**src/rtl/column_readout_ctrl.sv**
```systemverilog
// Column-end readout controller: pops pending hit words from a pixel
// column's switch-cell chain, frames them with a header and a trailer,
// and buffers the framed words in a small FIFO for the global readout.
module column_readout_ctrl #(
  parameter int DATAWIDTH = 46,
  parameter int FIFODEPTH = 8,
  parameter int MAXHITS   = 16
) (
  input  logic                 clk,
  input  logic                 reset,
  input  logic                 start,
  input  logic [4:0]           upHits,
  input  logic [DATAWIDTH-1:0] upData,
  output logic                 upRead,
  output logic [DATAWIDTH+1:0] outData,
  output logic                 outValid,
  input  logic                 outReady,
  output logic                 busy,
  output logic [11:0]          eventCount
);

  localparam int AW = $clog2(FIFODEPTH);
  localparam int PW = AW + 1;
  localparam logic [4:0] MAXHITS5 = 5'(MAXHITS);
  localparam logic [1:0] TYPEHEADER  = 2'b01;
  localparam logic [1:0] TYPEHIT     = 2'b10;
  localparam logic [1:0] TYPETRAILER = 2'b11;

  typedef enum logic [1:0] {
    IDLE    = 2'd0,
    HEADER  = 2'd1,
    READ    = 2'd2,
    TRAILER = 2'd3
  } stateT;

  stateT state, nextState;

  logic [4:0] nHits;
  logic [4:0] remaining;
  logic [4:0] nRead;
  logic       trunc;
  logic       missed;
  logic       inflight;

  logic [DATAWIDTH+1:0] mem [FIFODEPTH];
  logic [PW-1:0]        wrPtr;
  logic [PW-1:0]        rdPtr;
  logic [PW-1:0]        occupancy;
  logic [PW:0]          committed;
  logic                 hasRoom;
  logic                 fifoEmpty;
  logic                 fifoFull;
  logic                 pushEn;
  logic [DATAWIDTH+1:0] pushWord;
  logic                 popEn;
  logic                 accept;
  logic [4:0]           clampedHits;

  // A read already issued to the chain holds a slot, so it counts against room.
  assign occupancy = wrPtr - rdPtr;
  assign committed = {1'b0, occupancy} + {{PW{1'b0}}, inflight};
  assign hasRoom   = committed < (PW+1)'(FIFODEPTH);

  // Equal pointers mean empty; differing only in the MSB means full.
  assign fifoEmpty = (wrPtr == rdPtr);
  assign fifoFull  = (wrPtr[PW-1] != rdPtr[PW-1]) && (wrPtr[AW-1:0] == rdPtr[AW-1:0]);

  assign outValid    = !fifoEmpty;
  assign popEn       = outValid && outReady;
  assign outData     = outValid ? mem[rdPtr[AW-1:0]] : '0;
  assign busy        = (state != IDLE);
  assign accept      = (state == IDLE) && start;
  assign clampedHits = (upHits > MAXHITS5) ? MAXHITS5 : upHits;

  // Next-state, chain read strobe and FIFO push selection.
  always_comb begin
    nextState = state;
    upRead    = 1'b0;
    pushEn    = 1'b0;
    pushWord  = '0;
    if (inflight) begin
      pushEn   = 1'b1;
      pushWord = {TYPEHIT, upData};
    end
    case (state)
      IDLE: begin
        if (start) nextState = HEADER;
      end
      HEADER: begin
        if (hasRoom) begin
          pushEn    = 1'b1;
          pushWord  = {TYPEHEADER, DATAWIDTH'({eventCount, nHits})};
          nextState = (nHits != 5'd0) ? READ : TRAILER;
        end
      end
      READ: begin
        if (remaining != 5'd0) begin
          upRead = hasRoom;
        end else begin
          nextState = TRAILER;
        end
      end
      TRAILER: begin
        if (hasRoom) begin
          pushEn    = 1'b1;
          pushWord  = {TYPETRAILER, DATAWIDTH'({missed, trunc, nRead, 1'b0})};
          nextState = IDLE;
        end
      end
      default: nextState = IDLE;
    endcase
  end

  // State register.
  always_ff @(posedge clk or negedge reset) begin
    if (!reset) state <= IDLE;
    else        state <= nextState;
  end

  // Event bookkeeping: counters, hit budget and sticky trailer flags.
  always_ff @(posedge clk or negedge reset) begin
    if (!reset) begin
      nHits      <= '0;
      remaining  <= '0;
      nRead      <= '0;
      trunc      <= 1'b0;
      missed     <= 1'b0;
      inflight   <= 1'b0;
      eventCount <= '0;
    end else begin
      inflight <= upRead;
      if (accept) begin
        nHits      <= clampedHits;
        remaining  <= clampedHits;
        nRead      <= '0;
        trunc      <= (upHits > MAXHITS5);
        eventCount <= eventCount + 12'd1;
      end
      if (upRead) remaining <= remaining - 5'd1;
      if (inflight) nRead <= nRead + 5'd1;
      if (start && (state != IDLE)) missed <= 1'b1;
      if ((state == TRAILER) && hasRoom) begin
        missed <= 1'b0;
        trunc  <= 1'b0;
      end
    end
  end

  // FIFO pointers; push and pop may both happen in one cycle.
  always_ff @(posedge clk or negedge reset) begin
    if (!reset) begin
      wrPtr <= '0;
      rdPtr <= '0;
    end else begin
      if (pushEn && !fifoFull) wrPtr <= wrPtr + PW'(1);
      if (popEn)               rdPtr <= rdPtr + PW'(1);
    end
  end

  // FIFO storage; contents are don't-care until written.
  always_ff @(posedge clk) begin
    if (pushEn && !fifoFull) mem[wrPtr[AW-1:0]] <= pushWord;
  end

endmodule

```
**config.mk**
```make
export PLATFORM = sky130hd
export DESIGN_NAME = column_readout_ctrl
export DESIGN_NICKNAME = d
export VERILOG_FILES = /design/src/rtl/column_readout_ctrl.sv
export SDC_FILE = /design/constraint.sdc
export NUM_CORES = 1
export LEC_CHECK = 0
export ABC_AREA = 0
export CAP_MARGIN = 15
export CORE_MARGIN = 4
export CORE_UTILIZATION = 55
export CTS_CLUSTER_DIAMETER = 30
export DETAILED_ROUTE_END_ITERATION = 16
export DONT_BUFFER_PORTS = 1
export PLACE_DENSITY = 0.7
export SLEW_MARGIN = 10
export SYNTH_ARGS = -nofsm -noshare
export SYNTH_HDL_FRONTEND = slang
export SYNTH_SLANG_ARGS = --single-unit
```
**constraint.sdc**
```tcl
create_clock -name clk -period 16.6 [get_ports clk]
set_input_delay 1.66 -clock clk [delete_from_list [all_inputs] [get_ports clk]]
set_output_delay 1.66 -clock clk [all_outputs]
set_load 0.005 [all_outputs]
```
After elaboration in Yosys (flattened, before gate mapping)
Memories as Yosys holds them, arrays and structs flattened.
Index checks and enable logic that the tools add are counted.
{"block": "op_classes", "n_eq_ne": 10, "order_cmp": 2, "muxes": 27, "n_addsub": 7, "n_reduce_logical": 18}
{"operator": "48-bit two-way mux", "n": 4}
{"operator": "48-bit case mux with 2 select lines", "n": 1}
{"operator": "5-bit two-way mux", "n": 5}
{"operator": "12-bit by 1-bit adder with 12-bit output, second input constant", "n": 1}
{"operator": "1-bit two-way mux", "n": 12}
{"operator": "2-bit nonzero test", "n": 5}
{"operator": "5-bit nonzero test", "n": 2}
{"operator": "4-bit by 1-bit adder with 4-bit output, second input constant", "n": 2}
{"operator": "2-bit two-way mux", "n": 4}
{"operator": "2-bit != test, second input constant", "n": 4}
{"operator": "2-bit case mux with 4 select lines", "n": 1}
{"operator": "1-bit logical AND", "n": 6}
{"operator": "4-bit by 1-bit adder with 5-bit output", "n": 1}
{"operator": "5-bit by 1-bit adder with 5-bit output, second input constant", "n": 1}
{"operator": "5-bit > comparator, second input constant", "n": 1}
{"operator": "5-bit by 4-bit < comparator with 1-bit output, second input constant", "n": 1}
{"operator": "5-bit by 1-bit subtractor with 5-bit output, second input constant", "n": 1}
{"operator": "2-bit equality test, second input constant", "n": 2}
{"operator": "4-bit equality test", "n": 1}
{"operator": "4-bit AND reduction", "n": 1}
{"operator": "4-bit subtractor", "n": 1}
{"operator": "3-bit equality test", "n": 1}
{"operator": "2-bit by 1-bit equality test with 1-bit output, second input constant", "n": 1}
{"operator": "1-bit zero test", "n": 2}
{"operator": "3 further kinds", "n": 3}
{"block": "word_totals", "ff_bits": 40, "word_cells": 75, "memories": 1, "input_bits": 55, "ram_bits": 384, "out_inout_bits": 63}
{"memory": "mem", "depth": 8, "word_bits": 48, "rd": 1, "rd_ports_with_merged_regs": 0, "wr": 1, "line": "45", "rtl": "logic [DATAWIDTH+1:0] mem [FIFODEPTH];"}

Logic depth before layout (Yosys ltp)
Gate-level depths: netlist (run 1).
{"block": "depth", "depth_word": 8, "ltp_mapped": 13, "mapped_depth_nobuf": 10}

Least setup slack after synthesis (run 1)
OpenSTA, ideal clock, no wires.
{"block": "synth_timing", "kind": "register to register", "start": "register rdPtr[1]", "end": "memory mem[4][0] (netlist bit) (enable)", "period_less_slack_ns": 6.173, "t_arrival_ns": 5.651, "slack_ns": 10.427, "setup_ns": 0.523, "path_stages_with_launch": 12, "n_path_buf": 3, "t_required_ns": 16.077, "cell_sequence": "dfrtp_1 clkbuf_1 buf_2 buf_2 inv_1 ha_1 a21oi_1 and2_1 o21ai_0 a2bb2oi_2 nand2b_1 nor3b_1"}
{"block": "synth_via", "elab_chain_cells": 8, "elab_cells_between_ends": 11, "classes_between": "2 x add/sub; 1 x order compare; 1 x eq/ne; 4 x mux; 3 x reduce/logical"}
{"item": "start: declaration", "line": "47", "rtl": "logic [PW-1:0] rdPtr;"}
{"item": "start signal: assignment", "line": "156", "rtl": "if (popEn) rdPtr <= rdPtr + PW'(1);"}
{"item": "4-bit subtractor", "line": "60", "rtl": "assign occupancy = wrPtr - rdPtr;"}
{"item": "4-bit by 1-bit adder with 5-bit output", "line": "61", "rtl": "assign committed = {1'b0, occupancy} + {{PW{1'b0}}, inflight};"}
{"item": "5-bit by 4-bit < comparator with 1-bit output", "line": "62", "rtl": "assign hasRoom = committed < (PW+1)'(FIFODEPTH);"}
{"item": "1-bit two-way mux", "line": "90, 104"}
{"item": "1-bit two-way mux"}
{"item": "1-bit logical AND (*)", "line": "162", "rtl": "if (pushEn && !fifoFull) mem[wrPtr[AW-1:0]] <= pushWord;"}
{"item": "1-bit two-way mux (*)", "line": "162"}
{"item": "1-bit two-way mux (not written as such) (*)", "line": "162"}
{"item": "end: declaration", "line": "45"}
Every way passes the cells marked *; elsewhere a longest branch is shown, timed or not.

Worst setup path in the final report (run 1)
{"block": "layout_timing", "start": "register rdPtr[0]", "end": "output outData[47]"}
{"block": "layout_via", "elab_chain_cells": 2, "elab_cells_between_ends": 3, "classes_between": "1 x eq/ne; 1 x mux; 1 x memory"}
{"item": "memory 8 x 48 bit or 4-bit equality test (tied branches)"}
{"item": "48-bit two-way mux (*)", "line": "70", "rtl": "assign outData = outValid ? mem[rdPtr[AW-1:0]] : '0;"}
{"item": "end: declaration", "line": "15", "rtl": "output logic [DATAWIDTH+1:0] outData,"}
Marked as above.

==> flow_summary.yaml, run 1 <==
outcome:
  status: "finished, final reports clean"
pwr:
  power_frac_clock_pct: 37.0
  p_comb_share_pct: 26.3
  p_seq_share_pct: 36.7
  p_leak_nw: 6.98
  vdd_ir_drop_max_v: 0.000117
  sw_frac_of_total_pct: 32.2
  p_int_mw: 2.96
  p_sw_mw: 1.41
  p_per_area_mw_per_mm2: 215
placed_design:
  gp_congestion: 0.777
  place_inst: 1308
  port-buffer-count: 0
  post-dp-hpwl_mm: 18.6
timing:
  tightest_slew_ns: 1.08
  timing.slew.headroom_pct: 28.2
  drv_slew: 0
  final.setup.tns_ns: 0
  rsz0062_at_grt: "false"
  setup_viol: 0
  period_minus_slack_ns: 5.32
  finalHoldViolCount: 0
  post-route-period-util_pct: 32.0
  finalClockSkew_ns: 0.0349
  max_freq_mhz: 188
logic_synthesis:
  synth_nets: 1014
  ys_seq_area_share_pct: 73.3
  syn_area_per_cell_um2: 18.1
  synth_edf_count: 384
  async_reset_ff_share_pct: 9.43
  synth-seq-cells: 424
  ys_types: 53
  ys_warn_count: 0
  syn_inst: 946
  synth_area_mm2: 0.0171
  synth-main-ff-cell: "edfxtp_1"
finish:
  layout_common_cells: "edfxtp_1, nand2_1, mux4_2, clkbuf_16, a21oi_1"
  areaGrowthSynthToFinish_pct: 18.7
  filler_cell_count: 1985
  final_cells: 1461
  layout_commonest_cell: "edfxtp_1"
  nNetsFinal: 1063
  layout-drive-gt1-share_pct: 26.2
die:
  die_w_um: 184
  num_rows: 64
  start_util_pct: 55.8
  core_mm2: 0.0307
  ioPinCount: 118
  fp.dieArea_mm2: 0.0340
  dieHeight_um: 184
global_route:
  grt-busiest-layer: "met2"
  grtUsageTotal_pct: 21.8
  met2_usage_pct: 35.5
  grt_use_met3_pct: 5.72
  grt_pass1_vias: 9298
  gr-usage-met1_pct: 30.2
  grt-ovfl-total: 0
  grt_max_degree: 55
  grt_first_pass_wirelength_mm: 55.7
  antenna_found_initial: 2
worst_hold_path:
  hp-start: "remaining[4]"
  hold_path_depth: 1
  hold_end: "remaining[4]"
  min_path_type: "flop to flop"
routing:
  routedWlPerCell_um: 24.8
  dr.pass1.iters: 7
  initialDrtViolationCount: 826
  avgViaCountPerCell: 6.01
  ant_nets: 0
  wirelength_mm: 36.2
  vias: 8780
  drc: 0
cts:
  clock_sinks: 424
  cts_max_level: 3
  tritoncts: "built"
  clk_latency_ns: 0.59
  cts.path.max_buffers: 3
  hold_buffers: 0
  cts_root_buffer: "clkbuf_16"
  cts_resized: 0
  clk_pin_slew_ns: 0.05
  numCtsBuffers: 80
  post_cts_buffers: 0
flow_run:
  maxCapViolCount: 0
worst_setup_path:
  worst_r2r_startpoint: "rdPtr[1]"
  worst-r2r-setup-slack_ns: 12.45
  crit_required_ns: 14.94
  crit_type: "flop to output pin"
  cp-start-kind: "flop"
  end_kind: "output pin"
  path_max_fanout: 43
  worstReg2RegEnd: "mem[0][12]"
  reg2reg_depth: 9
  worst_ep_arrival_time_ns: 3.66
==> power by group through the flow <==
stage | Combinational (mW) | Clock, mW | Sequential, mW
floorplan | 0.898 | 0 | 1.56
global placement | 1.15 | 0 | 1.61
detailed placement | 1.16 | 0 | 1.62
CTS | 1.17 | 1.64 | 1.60
global route | 1.26 | 1.71 | 1.63
finish | 1.15 | 1.61 | 1.60
==> critical path: stages (launching register included) <==
cell	delay (ns)
dfrtp_4	0.71
buf_4	0.76
buf_4	0.73
mux4_2	0.58
nand2_1	0.09
a21oi_1	0.15
==> how the worst max path moves through the flow <==
stage	cells after the start	start	end
final	5	rdPtr[0]	outData[47]
after global routing	5	rdPtr[0]	outData[47]
after CTS	5	rdPtr[0]	outData[34]
after detailed placement	5	rdPtr[0]	outData[47]
after global placement	5	rdPtr[0]	outData[47]
after floorplan	11	rdPtr[1]	mem[4][0]
==> logic make-up (layout without fill, tap and decap cells) <==
| group | after synthesis | count (layout) | share of synthesized area [%] |
|---|---|---|---|
| flip-flops | 424 | 424 | 73.3 |
| AND/OR/NAND/NOR | 218 | 218 | 5.77 |
| multiplexers | 103 | 103 | 13.1 |
| AO/OA/AOI/OAI | 100 | 100 | 3.64 |
| buffers and inverters | 66 | 182 | 2.03 |
| XOR/XNOR | 22 | 22 | 1.17 |
| adder cells (fa/ha/maj) | 13 | 13 | 0.995 |
| other | 0 | 3 | 0 |
==> metrics by stage <==
stage / hold WS (ns) / area [um2] / worst slack (ns) / util (%) / total power, mW
after global placement: 0.482 / 17500 / 11.77 / 57.0 / 2.75
final: 0.504 / 20300 / 11.28 / 66.2 / 4.36
after global routing: 0.533 / 20300 / 10.91 / 66.2 / 4.60
after floorplan: 0.461 / 17100 / 10.43 / - / 2.46
after detailed placement: 0.481 / 17500 / 11.75 / 57.0 / 2.78
after CTS: 0.502 / 20300 / 11.15 / 66.2 / 4.41
==> final cells by class <==
class / instances / area (um2) / share of cell area, %
Inverter: 14 / 52.6 / 0.259
Timing Repair Buffer: 19 / 143 / 0.703
Clock buffer: 85 / 2020 / 9.95
Sequential cell: 424 / 12500 / 61.8
Antenna cell: 3 / 7.51 / 0.0370
Tap cell: 396 / 495 / 2.44
Multi-Input combinational cell: 456 / 4270 / 21.0
Clock inverter: 64 / 772 / 3.80
==> per-layer routing <==
metal  up-vias  part of all wire, %
met5         -                0.036
li1       3831                    -
met1      4532                   40
met3        52                  8.3
met2       363                   50
met4         2                  1.3
==> sequential cells by signal, summed over array words and instances, names as in the netlist, 2 cells and up <==
| name | flops |
|---|---|
| eventCount | 12 |
| mem | 384 |
| remaining | 5 |
| state | 2 |
| wrPtr | 4 |
| nRead | 5 |
| rdPtr | 4 |
| nHits | 5 |
==> cell usage after synthesis (12+ instances only) <==
library cell,n,share of area (%)
a21oi_1,53,1.6
xnor2_1,15,0.77
and2_1,33,1.2
dfrtp_1,40,5.9
clkbuf_1,26,0.57
edfxtp_1,384,67
ha_1,12,0.88
inv_1,14,0.31
nand2_1,138,3.0
mux4_2,96,13
o21ai_0,12,0.35
No activity file was read; power rests on OpenSTA's default activity.
==> inputs of run 2 (changes only) <==
==> constraint.sdc (replaced) <==
create_clock -name clk -period 5.3 [get_ports clk]
set_input_delay 0.53 -clock clk [delete_from_list [all_inputs] [get_ports clk]]
set_output_delay 0.53 -clock clk [all_outputs]
set_load 0.005 [all_outputs]
==> flow_summary.yaml, run 2 (synthesis gave the netlist of run 1 again) <==
timing:
  period_minus_slack_ns: 3.87
  final.setup.tns_ns: 0
  fin_ws_ns: 1.43
  finalClockSkew_ns: 0.0371
  timing.slew.headroom_pct: 28.7
  post-route-period-util_pct: 73.0
  setup_viol: 0
  max_freq_mhz: 258
  tightest_slew_ns: 1.07
  drv_slew: 0
  rsz0062_at_grt: "false"
  finalHoldViolCount: 0
  whs_ns: 0.113
placed_design:
  post-dp-hpwl_mm: 18.6
  port-buffer-count: 0
  place_ws_ns: 1.50
  dpl_cell_area_mm2: 0.0176
  gp_congestion: 0.767
  place_inst: 1311
cts:
  cts.path.max_buffers: 3
  cts_root_buffer: "clkbuf_16"
  cts_resized: 0
  tritoncts: "built"
  clock_sinks: 424
  post_cts_buffers: 0
  numCtsBuffers: 82
  cts_max_level: 3
  clk_latency_ns: 0.59
  clk_pin_slew_ns: 0.04
pwr:
  power_mw: 14.0
  p_sw_mw: 4.37
  power_frac_clock_pct: 38.7
  vdd_ir_drop_max_v: 0.000432
  sw_frac_of_total_pct: 31.1
  p_leak_nw: 7.16
  p_seq_share_pct: 35.3
  p_per_area_mw_per_mm2: 682
  p_int_mw: 9.67
  p_comb_share_pct: 26.0
finish:
  fin_util_pct: 67.1
  layout-drive-gt1-share_pct: 27.0
  final_cells: 1467
  layout_commonest_cell: "edfxtp_1"
  regArea_mm2: 0.0125
  multi_input_area_mm2: 0.00430
  final_design_area_no_fill_mm2: 0.0206
  filler_cell_count: 1960
  largest_reg_flops: 384
  layout_common_cells: "edfxtp_1, nand2_1, mux4_2, clkbuf_16, a21oi_1"
  diodes: 0
  nNetsFinal: 1069
  areaGrowthSynthToFinish_pct: 20.4
routing:
  initialDrtViolationCount: 698
  wirelength_mm: 34.7
  ant_nets: 0
  dr.pass1.iters: 5
  vias: 8645
  routedWlPerCell_um: 23.7
  avgViaCountPerCell: 5.89
  drc: 0
die:
  dieHeight_um: 184
  core_mm2: 0.0307
  start_util_pct: 55.8
  num_rows: 64
  ioPinCount: 118
  fp.dieArea_mm2: 0.0340
  die_w_um: 184
worst_setup_path:
  slowest_stage: "nor2_4"
  path_depth: 6
  worst-path-buf-inv: 2
  cp-startpoint: "rdPtr[1]"
  slowest_delay_ns: 0.80
  worst_ep_arrival_time_ns: 3.34
  path_max_fanout: 35
  cp-start-kind: "flop"
  worstReg2RegEnd: "mem[3][7]"
  worst-r2r-setup-slack_ns: 1.54
  crit_type: "flop to output pin"
  crit_required_ns: 4.77
  crit_end: "outData[7]"
  crit_family: "simple AND/OR/NAND/NOR gates"
  worst_r2r_startpoint: "rdPtr[1]"
  reg2reg_depth: 9
  end_kind: "output pin"
  crit_chain: "inv_1 > ha_1 > nand3_1 > nor2_4 > buf_4 > a21oi_1"
flow_run:
  maxCapViolCount: 0
global_route:
  antenna_found_initial: 0
  grt_first_pass_wirelength_mm: 54.7
  grt-ovfl-total: 0
  grt_pass1_vias: 9366
  grtUsageTotal_pct: 21.1
  grt_max_degree: 100
outcome:
  status: "finished, final reports clean"
worst_hold_path:
  min_path_type: "input port to flop"
-- run 2: repair_timing --
item | CTS | global route
hold buffers | 2 | 0
endpoints found under the setup margin | 0 | 0
endpoints found under the hold margin | 40 | 0
-- run 2: routing by layer --
layer | GRT usage [%] | part of all wire (%)
met4 | 6.77 | 2.0
met5 | 0 | 0
met2 | 33.6 | 49
met3 | 5.51 | 7.5
met1 | 29.0 | 41
-- run 2: worst register-to-register path, cell delays in order, from the launching register on --
cell       delay [ns]
dfrtp_4          0.75
inv_1            0.17
ha_1             0.22
a21oi_1          0.25
and2_1           0.17
o21ai_0          0.09
a2bb2oi_2        0.31
nand2_1          0.25
nor3_4           0.78
buf_4            0.44
-- run 2: worst min path at each step --
stage / start / slack, ns / cells past startpoint / to
floorplan: reset / 0.23 / 0 / eventCount[0]
global placement: reset / 0.24 / 0 / eventCount[11]
detailed placement: reset / 0.24 / 0 / eventCount[9]
CTS: upHits[4] / 0.1 / 1 / remaining[4]
global route: upHits[4] / 0.10 / 1 / remaining[4]
finish: upHits[4] / 0.11 / 1 / remaining[4]
-- run 2: layout make-up --
type                       instances  area share [%]
clock buffer                      90            10.4
clock inverter                    64            4.21
inverter                          14           0.255
multi-input combinational        456            20.9
sequential                       424            60.9
tap                              396            2.41
timing repair buffer              23           0.973
-- run 2: power by group through the flow --
stage                     logic (mW)  registers (mW)  clock network [mW]
after detailed placement        3.68            5.01                   0
after global routing            4.02            5.02                5.72
after global placement          3.64            4.97                   0
after CTS                       3.72            4.97                5.51
after floorplan                 2.82            4.87                   0
final                           3.65            4.96                5.44
==> inputs of run 3 (changes only) <==
==> constraint.sdc (replaced) <==
create_clock -name clk -period 3.59 [get_ports clk]
set_input_delay 0.359 -clock clk [delete_from_list [all_inputs] [get_ports clk]]
set_output_delay 0.359 -clock clk [all_outputs]
set_load 0.005 [all_outputs]
==> flow_summary.yaml, run 3 (synthesis gave the netlist of run 1 again) <==
outcome:
  status: "finished, final reports clean"
cts:
  cts_max_level: 3
  post_cts_buffers: 0
  clock_sinks: 424
  cts.path.max_buffers: 3
  cts_root_buffer: "clkbuf_16"
  numCtsBuffers: 78
  tritoncts: "built"
  clk_latency_ns: 0.58
  clk_pin_slew_ns: 0.05
worst_setup_path:
  path_max_fanout: 62
  cp-start-kind: "flop"
  end_kind: "output pin"
  crit_required_ns: 3.23
  worst_ep_arrival_time_ns: 2.91
  reg2reg_depth: 10
  worst-r2r-setup-slack_ns: 0.47
  worstReg2RegEnd: "mem[6][10]"
  worst_r2r_startpoint: "wrPtr[0]"
  crit_type: "flop to output pin"
die:
  start_util_pct: 55.8
  num_rows: 64
  fp.dieArea_mm2: 0.0340
  die_w_um: 184
  ioPinCount: 118
  dieHeight_um: 184
  core_mm2: 0.0307
finish:
  regArea_mm2: 0.0125
  multi_input_area_mm2: 0.00435
  filler_cell_count: 1941
  layout-drive-gt1-share_pct: 26.2
  nNetsFinal: 1075
  layout_commonest_cell: "edfxtp_1"
  layout_common_cells: "edfxtp_1, nand2_1, mux4_2, clkbuf_16, a21oi_1"
  largest_reg_flops: 384
  areaGrowthSynthToFinish_pct: 20.1
timing:
  setup_viol: 0
  max_freq_mhz: 306
  fin_ws_ns: 0.321
  drv_slew: 0
  post-route-period-util_pct: 91.1
  period_minus_slack_ns: 3.27
  final.setup.tns_ns: 0
  finalHoldViolCount: 0
  tightest_slew_ns: 0.878
  finalClockSkew_ns: 0.0266
  timing.slew.headroom_pct: 41.5
  rsz0062_at_grt: "false"
routing:
  ant_nets: 0
  avgViaCountPerCell: 6.05
  dr.pass1.iters: 4
  vias: 8891
  initialDrtViolationCount: 659
  wirelength_mm: 37.0
  routedWlPerCell_um: 25.2
  drc: 0
pwr:
  p_per_area_mw_per_mm2: 993
  p_leak_nw: 7.10
  vdd_ir_drop_max_v: 0.000695
placed_design:
  gp_congestion: 0.732
  place_ws_ns: 0.487
  port-buffer-count: 0
  post-dp-hpwl_mm: 19.2
global_route:
  grtUsageTotal_pct: 22.4
  grt_pass1_vias: 9512
  grt_max_degree: 100
  grt-ovfl-total: 0
  grt_first_pass_wirelength_mm: 57.1
  antenna_found_initial: 2
worst_hold_path:
  hold_path_depth: 2
  min_path_type: "input port to flop"
  hold_end: "nHits[3]"
  hp-start: "upHits[4]"
flow_run:
  maxCapViolCount: 0
## run 3: cell types whose count changed in the layout (fill, tap and decap cells not counted), sizes merged
cell,delta
clkbuf,+1
dlygate4sd3,+5
buf,+5
bufinv,-2
inv,-5
clkinvlp,-2
clkinv,-2
diode,+2
## run 3: area by class of cell
type / instances / share of cell area (%)
antenna: 2 / 0.0244
clock buffer: 91 / 9.84
clock inverter: 53 / 3.36
inverter: 14 / 0.268
multi-input combinational: 456 / 21.2
sequential: 424 / 61.1
tap: 396 / 2.41
timing repair buffer: 33 / 1.88
## run 3: worst max-delay path: stages, from the launching register on
cell and delay [ns]:
dfrtp_4 0.43, buf_6 0.52, buf_4 0.59, mux4_2 0.30, nand2_1 0.05, a21oi_1 0.37
## run 3: worst max path at each step
stage	from	endpoint	slack, ns	cells past startpoint
after global placement	wrPtr[0]	mem[6][19]	0.57	9
final	rdPtr[1]	outData[47]	0.32	5
after detailed placement	wrPtr[0]	mem[0][10]	0.49	10
after global routing	rdPtr[1]	outData[47]	0.20	5
after CTS	rdPtr[1]	outData[47]	0.07	5
after floorplan	rdPtr[1]	mem[6][0]	0.02	11
## run 3: metal layers
| layer | global-route usage (%) | vias up | part of all wire, % |
|---|---|---|---|
| met5 | 0 | - | 0.041 |
| met4 | 7.63 | 2 | 2.3 |
| met3 | 5.98 | 71 | 7.1 |
| met2 | 35.8 | 298 | 49 |
| met1 | 30.5 | 4641 | 41 |
| li1 | - | 3879 | - |
## run 3: power by group
part	internal [mW]	switching [mW]
clock	4.89	2.51
combinational	2.25	3.51
sequential	6.82	0.417
## run 3: stage by stage
step / instances / total power [mW] / util (%) / hold slack, ns / area [um2]
floorplan: 946 / 11.5 / - / 0.0634 / 17200
global placement: 1316 / 13.0 / 57.8 / 0.0649 / 17700
detailed placement: 1316 / 13.2 / 57.8 / 0.0648 / 17700
CTS: 1467 / 20.6 / 67.0 / 0.00386 / 20500
global route: 1468 / 21.4 / 67.0 / 0.0264 / 20500
finish: 1469 / 20.4 / 67.0 / 0.0158 / 20500
## run 3: timing repair
item | 4_1_cts | 5_1_grt
gates resized for setup | 0 | 1
setup endpoints to repair | 0 | 1
endpoints found under the hold margin | 47 | 0
hold buffers | 7 | 0
